File: src/rtl/cc_muxn_scan_pkg.sv
// -----------------------------------------------------------------------------
// cc_muxn_scan_pkg
// Shared definitions for the scanning N-way multiplexer:
//   - default parameter values for cc_muxn_scan
//   - mode input encoding (direct / scan)
//   - FSM state encoding (DIRECT = 0, SCAN = 1)
//   - dwell counter width
// -----------------------------------------------------------------------------
package cc_muxn_scan_pkg;

    localparam int MUXN_CHANNELS_DEF    = 4;
    localparam int MUXN_DATAWIDTH_DEF   = 8;
    localparam int MUXN_SELECTWIDTH_DEF = 2;
    localparam int MUXN_DWELL_DEF       = 4;

    // Dwell counter is a fixed 8 bits, enough for any dwell of 1..255.
    localparam int DWELL_CNT_W = 8;

    // Encoding of the mode input.
    localparam logic MODE_DIRECT = 1'b0;
    localparam logic MODE_SCAN   = 1'b1;

    typedef enum logic {
        ST_DIRECT = 1'b0,
        ST_SCAN   = 1'b1
    } state_e;

endpackage

File: src/rtl/cc_muxn_scan_nextch.sv
// -----------------------------------------------------------------------------
// cc_muxn_nextch
// Purely combinational next-enabled-channel search. Starting at cur_i+1 and
// rotating through all channels (wrapping from MUXN_CHANNELS-1 to 0, and
// finally back to cur_i itself), returns the first channel whose mask bit is
// set.
//
// Ports:
//   cur_i   : current channel index (must be < MUXN_CHANNELS)
//   mask_i  : per-channel enable mask
//   next_o  : next enabled channel (cur_i when nothing is enabled)
//   found_o : at least one channel is enabled
// -----------------------------------------------------------------------------
module cc_muxn_nextch
    import cc_muxn_scan_pkg::*;
#(
    parameter int MUXN_CHANNELS    = MUXN_CHANNELS_DEF,
    parameter int MUXN_SELECTWIDTH = MUXN_SELECTWIDTH_DEF
) (
    input  logic [MUXN_SELECTWIDTH-1:0] cur_i,
    input  logic [MUXN_CHANNELS-1:0]    mask_i,
    output logic [MUXN_SELECTWIDTH-1:0] next_o,
    output logic                        found_o
);

    // Mask rotated so that bit j corresponds to channel (cur_i + 1 + j) mod N.
    logic [2*MUXN_CHANNELS-1:0] mask_dbl;

    always_comb begin
        mask_dbl = {mask_i, mask_i} >> (int'(cur_i) + 1);
        next_o   = cur_i;
        found_o  = |mask_i;
        // Walk from the far end down so the nearest enabled channel wins.
        for (int j = MUXN_CHANNELS - 1; j >= 0; j--) begin
            if (mask_dbl[j]) begin
                next_o = MUXN_SELECTWIDTH'((int'(cur_i) + 1 + j) % MUXN_CHANNELS);
            end
        end
    end

endmodule

File: src/rtl/cc_muxn_scan.sv
// -----------------------------------------------------------------------------
// cc_muxn_scan
// Registered N-way multiplexer with two modes:
//   DIRECT : output the channel chosen by select_InBUS (1-cycle latency).
//   SCAN   : rotate over the channels enabled in mask_InBUS, dwelling
//            MUXN_DWELL cycles on each, re-sampling live data every cycle.
//
// Ports:
//   CC_MUXN_SCAN_CLOCK_50       : clock, rising edge
//   CC_MUXN_SCAN_RESET_InHigh   : asynchronous active-high reset
//   CC_MUXN_SCAN_data_InBUS     : flattened channels, channel i at [i*W +: W]
//   CC_MUXN_SCAN_select_InBUS   : channel index used in direct mode
//   CC_MUXN_SCAN_mode_In        : 0 = direct, 1 = scan
//   CC_MUXN_SCAN_mask_InBUS     : per-channel scan enable
//   CC_MUXN_SCAN_z_OutBUS       : registered selected data
//   CC_MUXN_SCAN_channel_OutBUS : channel index z_OutBUS was sampled from
//   CC_MUXN_SCAN_valid_Out      : z_OutBUS holds data from a legal, enabled channel
// -----------------------------------------------------------------------------
module cc_muxn_scan
    import cc_muxn_scan_pkg::*;
#(
    parameter int MUXN_CHANNELS    = MUXN_CHANNELS_DEF,
    parameter int MUXN_DATAWIDTH   = MUXN_DATAWIDTH_DEF,
    parameter int MUXN_SELECTWIDTH = MUXN_SELECTWIDTH_DEF,
    parameter int MUXN_DWELL       = MUXN_DWELL_DEF
) (
    input  logic                                    CC_MUXN_SCAN_CLOCK_50,
    input  logic                                    CC_MUXN_SCAN_RESET_InHigh,
    input  logic [MUXN_CHANNELS*MUXN_DATAWIDTH-1:0] CC_MUXN_SCAN_data_InBUS,
    input  logic [MUXN_SELECTWIDTH-1:0]             CC_MUXN_SCAN_select_InBUS,
    input  logic                                    CC_MUXN_SCAN_mode_In,
    input  logic [MUXN_CHANNELS-1:0]                CC_MUXN_SCAN_mask_InBUS,
    output logic [MUXN_DATAWIDTH-1:0]               CC_MUXN_SCAN_z_OutBUS,
    output logic [MUXN_SELECTWIDTH-1:0]             CC_MUXN_SCAN_channel_OutBUS,
    output logic                                    CC_MUXN_SCAN_valid_Out
);

    state_e                      state_q, state_d;
    logic [MUXN_DATAWIDTH-1:0]   z_q, z_d;
    logic [MUXN_SELECTWIDTH-1:0] ch_q, ch_d;
    logic                        valid_q, valid_d;
    logic [DWELL_CNT_W-1:0]      dwell_q, dwell_d;

    logic                        hold_z;
    logic                        sel_legal;
    logic                        cur_en;
    logic                        any_en;
    logic [MUXN_SELECTWIDTH-1:0] search_from;
    logic [MUXN_SELECTWIDTH-1:0] next_ch;
    logic [MUXN_DATAWIDTH-1:0]   ch_data;

    // On scan entry the search starts from the last channel so that the
    // rotation lands on the lowest enabled index.
    assign search_from = (state_q == ST_SCAN) ? ch_q
                                              : MUXN_SELECTWIDTH'(MUXN_CHANNELS - 1);

    cc_muxn_nextch #(
        .MUXN_CHANNELS    (MUXN_CHANNELS),
        .MUXN_SELECTWIDTH (MUXN_SELECTWIDTH)
    ) u_nextch (
        .cur_i   (search_from),
        .mask_i  (CC_MUXN_SCAN_mask_InBUS),
        .next_o  (next_ch),
        .found_o (any_en)
    );

    assign sel_legal = 32'(CC_MUXN_SCAN_select_InBUS) < 32'(MUXN_CHANNELS);
    assign cur_en    = |(CC_MUXN_SCAN_mask_InBUS & (MUXN_CHANNELS'(1) << ch_q));

    // Next-state decision for mode, channel, validity and dwell count.
    always_comb begin
        // NOTE: every signal gets a default first so no path can infer a latch.
        state_d = state_q;
        ch_d    = ch_q;
        valid_d = valid_q;
        dwell_d = dwell_q;
        hold_z  = 1'b0;

        if (CC_MUXN_SCAN_mode_In == MODE_DIRECT) begin
            state_d = ST_DIRECT;
            dwell_d = '0;
            if (sel_legal) begin
                ch_d    = CC_MUXN_SCAN_select_InBUS;
                valid_d = 1'b1;
            end else begin
                ch_d    = '0;
                valid_d = 1'b0;
            end
        end else begin
            state_d = ST_SCAN;
            if (!any_en) begin
                // Nothing enabled: freeze the outputs and mark them stale.
                hold_z  = 1'b1;
                valid_d = 1'b0;
                dwell_d = '0;
            end else if (state_q == ST_DIRECT || !cur_en
                         || dwell_q == DWELL_CNT_W'(MUXN_DWELL - 1)) begin
                // Entry, current channel disabled, or dwell complete: move on.
                ch_d    = next_ch;
                valid_d = 1'b1;
                dwell_d = '0;
            end else begin
                valid_d = 1'b1;
                dwell_d = dwell_q + DWELL_CNT_W'(1);
            end
        end
    end

    // Data is always taken from the channel being loaded, keeping z and
    // channel paired on the same edge.
    always_comb begin
        ch_data = '0;
        for (int i = 0; i < MUXN_CHANNELS; i++) begin
            if (ch_d == MUXN_SELECTWIDTH'(i)) begin
                ch_data = CC_MUXN_SCAN_data_InBUS[i*MUXN_DATAWIDTH +: MUXN_DATAWIDTH];
            end
        end
        z_d = hold_z ? z_q : ch_data;
    end

    always_ff @(posedge CC_MUXN_SCAN_CLOCK_50 or posedge CC_MUXN_SCAN_RESET_InHigh) begin
        if (CC_MUXN_SCAN_RESET_InHigh) begin
            state_q <= ST_DIRECT;
            z_q     <= '0;
            ch_q    <= '0;
            valid_q <= 1'b0;
            dwell_q <= '0;
        end else begin
            // NOTE: non-blocking assignments so every register samples the
            // pre-edge values regardless of statement order.
            state_q <= state_d;
            z_q     <= z_d;
            ch_q    <= ch_d;
            valid_q <= valid_d;
            dwell_q <= dwell_d;
        end
    end

    assign CC_MUXN_SCAN_z_OutBUS       = z_q;
    assign CC_MUXN_SCAN_channel_OutBUS = ch_q;
    assign CC_MUXN_SCAN_valid_Out      = valid_q;

endmodule

File: config.mk
export PLATFORM = sky130hd
export DESIGN_NAME = cc_muxn_scan
export DESIGN_NICKNAME = d
export VERILOG_FILES = /design/src/rtl/cc_muxn_scan_pkg.sv /design/src/rtl/cc_muxn_scan_nextch.sv /design/src/rtl/cc_muxn_scan.sv
export SDC_FILE = /design/constraint.sdc
export NUM_CORES = 1
export LEC_CHECK = 0
export ABC_CLOCK_PERIOD_IN_PS = 4800
export CAP_MARGIN = 25
export CORE_MARGIN = 10
export CORE_UTILIZATION = 47
export DETAILED_ROUTE_END_ITERATION = 16
export PLACE_DENSITY = 0.86
export SYNTH_ARGS = -nofsm -noshare
export SYNTH_HDL_FRONTEND = slang
export SYNTH_HIERARCHICAL = 1
export SYNTH_SLANG_ARGS = --single-unit
File: constraint.sdc
create_clock -name CC_MUXN_SCAN_CLOCK_50 -period 4.8 [get_ports CC_MUXN_SCAN_CLOCK_50]
set_input_delay 0.48 -clock CC_MUXN_SCAN_CLOCK_50 [delete_from_list [all_inputs] [get_ports CC_MUXN_SCAN_CLOCK_50]]
set_output_delay 0.48 -clock CC_MUXN_SCAN_CLOCK_50 [all_outputs]
set_load 0.01 [all_outputs]
==> flow_metrics.tcl, run 1 <==
set metrics [dict create \
    nNetsFinal 229 \
    seq_area_um2 500 \
    synth_fa_ha_area_share_pct 0.901 \
    status "finished, final reports clean" \
    intPower_mw 0.343 \
    finalWeightedCongestion 0.824 \
    clock_latency_ps 320 \
    synthMuxAreaShare_pct 14.0 \
    critical_path_depth 8 \
    layout_commonest_cell "clkdlybuf4s50_1" \
    syn_nets 179 \
    worstPathArrival_ps 3030 \
    cts_tree "yes" \
    first_global_vias 1319 \
    cap_violations 0 \
    fin_setup_tns_ps 0 \
    synth_area_mm2 0.00139 \
    dr_total_vias 1281 \
    diodes 0 \
    multi_input_area_um2 821 \
    rsz0062_at_grt "false" \
    h-tree-depth 1 \
    p_seq_share_pct 40.7 \
    switchingPower_mw 0.155 \
    hold_ws_ps 519 \
    first_pass_iters 4 \
    mostFrequentLayoutCells "51 x clkdlybuf4s50_1, 21 x nand3_1, 20 x dfrtp_1, 11 x nor2_1, 9 x o21ai_0" \
    crit_path_end_kind "flop" \
    grt_pass1_wl_um 6710 \
    cp_slowest_stage_delay_ps 750 \
    antenna_found_initial 0 \
    postCtsResizedCells 0 \
    cts_sinks 20 \
    rows 19 \
    antenna_left 0 \
    ys_seq_area_share_pct 36.0 \
    track_usage_pct 15.3 \
    layout_min_cycle_time_ps 2810 \
    swShare_pct 31.2 \
    relSlewSlack_pct 47.8 \
    p_per_area_mw_per_mm2 258 \
    dp_hpwl_um 3310 \
    cp.required_ps 5020 \
    synth_warnings 6 \
    slew_violations 0 \
    setup_viol_count_final 0 \
    p_clk_share_pct 20.7 \
    viasPerCell 5.90 \
    critPathSlowestCell "or4_1" \
    clk_transition_reported_paths_ps 120 \
    fp.dieH_um 74.4 \
    fin_crit_sh_pct 58.5 \
    num_io_pins 52 \
    peakVddDrop_mv 0.232 \
    cts_buffers 3 \
    syn2layout_area_growth_pct 38.9 \
    critical_path_class "input pin to flop" \
    core_mm2 0.00278 \
    hold-path-cell-count 1 \
    p_comb_share_pct 38.6 \
    hp-class "flop to flop" \
    cts_setup_buffers 0 \
    clockBufferDepth 2 \
    drive_above_1_share_pct 11.8 \
    synth-compound-area-share_pct 16.4 \
    hold_viol_final 0 \
    path_buf_inv 1 \
    worstMarginPinSlew_ps 783 \
    drt_drc_violations_left 0 \
    grt_overflow_total 0 \
    cts_hold_repair.buffers 0 \
    worst_setup_path_start_kind "input pin" \
    synth_top_family_by_area "simple AND/OR/NAND/NOR gates" \
    ys_seq_elements 20 \
    numPortBuffers 51 \
    drtIter0Drc 139 \
    synth_xor_area_share_pct 3.78 \
    cpLargestDelayFamily "simple AND/OR/NAND/NOR gates" \
    critPathMaxFanout 9 \
    skew_ps 2.51 \
    die_area_mm2 0.00553 \
    grt_max_degree 21 \
    reg2reg_depth 7 \
    n_fill_cell 241 \
    crit_path_cell_trace "clkdlybuf4s50_1 -> or4_1 -> nor2b_1 -> mux2i_1 -> o31a_2 -> nand2_8 -> mux2_4 -> o221a_1" \
    synth_area_per_cell_um2 10.1 \
    wl_per_cell_um 19.6 \
    cts_root_buf "clkbuf_4" \
    ys_types 40 \
    postSynthCellCount 137 \
    power_leakage_nw 0.795 \
    yosys.area_share.simple_pct 24.1 \
    drt-total-wl_um 4250 \
    finish.utilization_pct 69.4 \
    fmax_mhz 356 \
    start_util_pct 49.9 \
    die_x_um 74.4 \
]
kinds of logic after synthesis:
kind of cell               after synthesis
and+or+nand+nor                         57
adders and majority gates                1
DFF                                     20
buffers and inverters                   12
xor gates and xnor gates                 6
muxes                                   14
AOI/OAI and AO/OA                       27
final cells by class:
type	instances	area share, %
Clock buffer	4	1.88
Inverter	6	1.17
Multi-Input combinational cell	105	42.5
Sequential cell	20	25.9
Tap cell	31	2.01
Timing Repair Buffer	51	26.5
through the flow:
step	power, mW	cells	worst slack [ps]	instance area, µm²
2_1_floorplan	0.308	137	2430	1390
3_3_place_gp	0.391	213	1740	1890
3_5_place_dp	0.397	213	1680	1890
4_1_cts	0.501	217	2030	1930
5_1_grt	0.523	217	1880	1930
6_report	0.498	217	1990	1930
synthesized netlist by cell type:
cell type   n  share of area [%]
buf_4       1               0.54
o221a_1     8                6.5
o311ai_4    1                1.9
ha_1        1               0.90
nand2_8     1                1.4
nor2b_1     2               0.90
nand4_1     1               0.45
xor2_1      5                3.2
a221o_1     1               0.72
nand4_4     1                1.5
dfrtp_1    20                 36
mux2_2      1               0.81
o221ai_1    2                1.3
clkbuf_2    1               0.36
mux4_2      1                1.6
or2_1       1               0.45
o31ai_1     1               0.54
and3_1      2               0.90
buf_6       2                1.6
a31oi_1     1               0.45
nor3_2      1               0.72
mux2_4      8                8.6
a21oi_1     3                1.1
buf_2       2               0.72
xnor2_1     1               0.63
or4_4       1               0.81
nor3_1      1               0.36
clkinv_1    1               0.27
and4_1      1               0.63
mux2i_1     4                2.9
nor2_1     11                3.0
nand2_1     7                1.9
nand3_1    21                7.6
inv_1       5                1.4
o31a_2      1               0.72
or2b_4      1               0.81
or4b_2      1               0.72
nand2b_1    3                1.4
or4_1       1               0.54
o21ai_0     9                3.2
worst reg2reg max path, stage by stage, from the launching register on:
cell and delay, ps:
dfrtp_1 440, ha_1 270, or2b_4 240, nor3_2 50, or4b_2 710, o221ai_1 590
nand3_1 150, o221a_1 170
power groups by stage:
stage | Clock [mW] | Combinational (mW) | Sequential (mW)
floorplan | 0 | 0.0979 | 0.211
global placement | 0 | 0.186 | 0.205
detailed placement | 0 | 0.191 | 0.206
CTS | 0.106 | 0.193 | 0.203
global route | 0.112 | 0.206 | 0.205
finish | 0.103 | 0.192 | 0.203
sequential cells by signal, summed over array words and instances, names as in the netlist:
register and count:
dwell_q 8, CC_MUXN_SCAN_channel_OutBUS 2, CC_MUXN_SCAN_valid_Out 1, CC_MUXN_SCAN_z_OutBUS 8, state_q 1
per-layer routing:
layer | vias to the layer above | global-route usage, % | part of all wire [%]
li1 | 609 | - | -
met1 | 615 | 17.9 | 39
met2 | 52 | 27.3 | 54
met3 | 5 | 2.39 | 6.4
met4 | 0 | 5.49 | 1.2
met5 | - | 0 | 0
worst paths after layout:
| check | start | to | slack, ps |
|---|---|---|---|
| min in group asynchronous | CC_MUXN_SCAN_RESET_InHigh | dwell_q[6] | 600 |
| setup reg to reg | dwell_q[0] | CC_MUXN_SCAN_z_OutBUS[2] | 2090 |
| hold / removal | dwell_q[0] | dwell_q[0] | 520 |
| max in group asynchronous | CC_MUXN_SCAN_RESET_InHigh | CC_MUXN_SCAN_channel_OutBUS[1] | 3720 |
| hold reg to reg | dwell_q[0] | dwell_q[0] | 520 |
| setup / recovery | CC_MUXN_SCAN_mask_InBUS[3] | CC_MUXN_SCAN_z_OutBUS[7] | 1990 |
No activity file was read; power rests on OpenSTA's default activity.
==> inputs of run 2 (changes only) <==
Settings changed: ABC_CLOCK_PERIOD_IN_PS 4800 to 2800, CORE_UTILIZATION 47 to 44, PLACE_DENSITY 0.86 to 0.82.
Clock period 4.8 ns to 2.8 ns, I/O delays scaled along.
==> run 2 against run 1 <==
Clock power rose by 62%. Critical endpoint unchanged. Via count down 0.47%. Routed wire length is 9.9% lower. Utilization down 4.1 points. Largest power group unchanged.
==> flow_metrics.tcl, run 2 (synthesis results as in run 1) <==
set metrics [dict create \
    hold_ws_ps 412 \
    fp.dieH_um 76.2 \
    mostFrequentLayoutCells "51 x clkdlybuf4s50_1, 21 x nand3_1, 20 x dfrtp_1, 11 x nor2_1, 9 x o21ai_0" \
    clk_transition_reported_paths_ps 120 \
    die_x_um 76.2 \
    cp_slowest_stage_delay_ps 580 \
    cap_violations 0 \
    cts_root_buf "clkbuf_4" \
    drt-total-wl_um 3830 \
    antenna_found_initial 0 \
    postCtsResizedCells 0 \
    peakVddDrop_mv 0.275 \
    fin_setup_tns_ps 0 \
    grt_overflow_total 0 \
    worstPathArrival_ps 2710 \
    dp.cells 230 \
    h-tree-depth 1 \
    reg2reg_depth 6 \
    grt_pass1_wl_um 6460 \
    nNetsFinal 233 \
    regToRegSetupSlack_ps 290 \
    viasPerCell 5.45 \
    grt_max_degree 21 \
    stdcell_count 234 \
    finalWeightedCongestion 0.818 \
    layout_min_cycle_time_ps 2510 \
    cts_hold_repair.buffers 0 \
    p_total_mw 0.843 \
    crit_path_cell_trace "or4_4 -> o311ai_4 -> nand4_4 -> nand2_8 -> mux2_4 -> o221a_1" \
    rr_endpoint "CC_MUXN_SCAN_z_OutBUS[7]" \
    first_global_vias 1343 \
    relSlewSlack_pct 48.4 \
    cts_buffers 3 \
    dpl-instance-area_mm2 0.00194 \
    critPathMaxFanout 9 \
    dp_hpwl_um 3090 \
    pre_cts_ws_ps 144 \
    numPortBuffers 51 \
    p_per_area_mw_per_mm2 427 \
    fin_crit_sh_pct 89.7 \
    cts_sinks 20 \
    clockBufferDepth 2 \
    rows 20 \
    crit_path_end_kind "flop" \
    slew_violations 0 \
    first_pass_iters 4 \
    skew_ps 4.51 \
    finish.utilization_pct 65.2 \
    dr_total_vias 1275 \
    setup_viol_count_final 0 \
    core_mm2 0.00303 \
    critPathSlowestCell "or4_4" \
    layout_commonest_cell "clkdlybuf4s50_1" \
    worstMarginPinSlew_ps 768 \
    hold_viol_final 0 \
    antenna_left 0 \
    num_io_pins 52 \
    diodes 0 \
    power_leakage_nw 0.814 \
    worst_setup_path_start_kind "flop" \
    critical_path_class "flop to flop" \
    cp.required_ps 3000 \
    drt_drc_violations_left 0 \
    die_area_mm2 0.00580 \
    r2r_start "dwell_q[5]" \
    fin_ws_ps 289 \
    hp-class "input pin to asynchronous set/reset pin" \
    drive_above_1_share_pct 13.7 \
    syn2layout_area_growth_pct 42.3 \
    rsz0062_at_grt "false" \
    cts_setup_buffers 0 \
    wl_per_cell_um 16.4 \
    status "finished, final reports clean" \
    clock_latency_ps 290 \
    start_util_pct 45.9 \
    cts_tree "yes" \
    stdcell_area_mm2 0.00198 \
    track_usage_pct 13.1 \
    fmax_mhz 398 \
    drtIter0Drc 50 \
]
run 2: cell types whose count changed in the layout (fill, tap and decap cells not counted), sizes merged:
cell	delta
buf	+4
run 2: area by class of cell:
class,instances,area [µm²]
Clock buffer,4,36.3
Fill cell,248,1050
Inverter,6,22.5
Sequential cell,20,500
Tap cell,44,55.1
Multi-Input combinational cell,105,821
Timing Repair Buffer,55,541
run 2: how the worst max path moves through the flow:
stage	from	end	slack [ps]	cells after the start
after floorplan	dwell_q[0]	CC_MUXN_SCAN_z_OutBUS[0]	430	7
after global placement	CC_MUXN_SCAN_mask_InBUS[3]	CC_MUXN_SCAN_z_OutBUS[7]	230	8
after detailed placement	CC_MUXN_SCAN_mask_InBUS[3]	CC_MUXN_SCAN_z_OutBUS[7]	140	8
after CTS	dwell_q[5]	CC_MUXN_SCAN_z_OutBUS[7]	300	6
after global routing	dwell_q[5]	CC_MUXN_SCAN_z_OutBUS[0]	180	6
final	dwell_q[5]	CC_MUXN_SCAN_z_OutBUS[7]	290	6
run 2: critical path, delay by kind of cell (launching register included):
kind,cells,cell delay (ps)
and+or+nand+nor,3,1040
DFF,1,430
muxes,1,310
AOI/OAI and AO/OA,2,640
run 2: metal layers:
metal / wire length, µm / global-route usage [%] / part of all wire (%) / vias to the layer above
met2: 2000 / 24.3 / 52 / 33
met1: 1640 / 14.9 / 43 / 623
met3: 146 / 2.00 / 3.8 / 2
met5: 0 / 0 / 0 / -
li1: - / - / - / 617
met4: 34 / 3.90 / 0.89 / 0
run 2: power by group:
group          leakage (nW)  internal (mW)  switching, mW
clock                0.0210         0.0791         0.0878
combinational         0.547          0.193          0.137
sequential            0.245          0.320         0.0256
total                 0.814          0.592          0.251
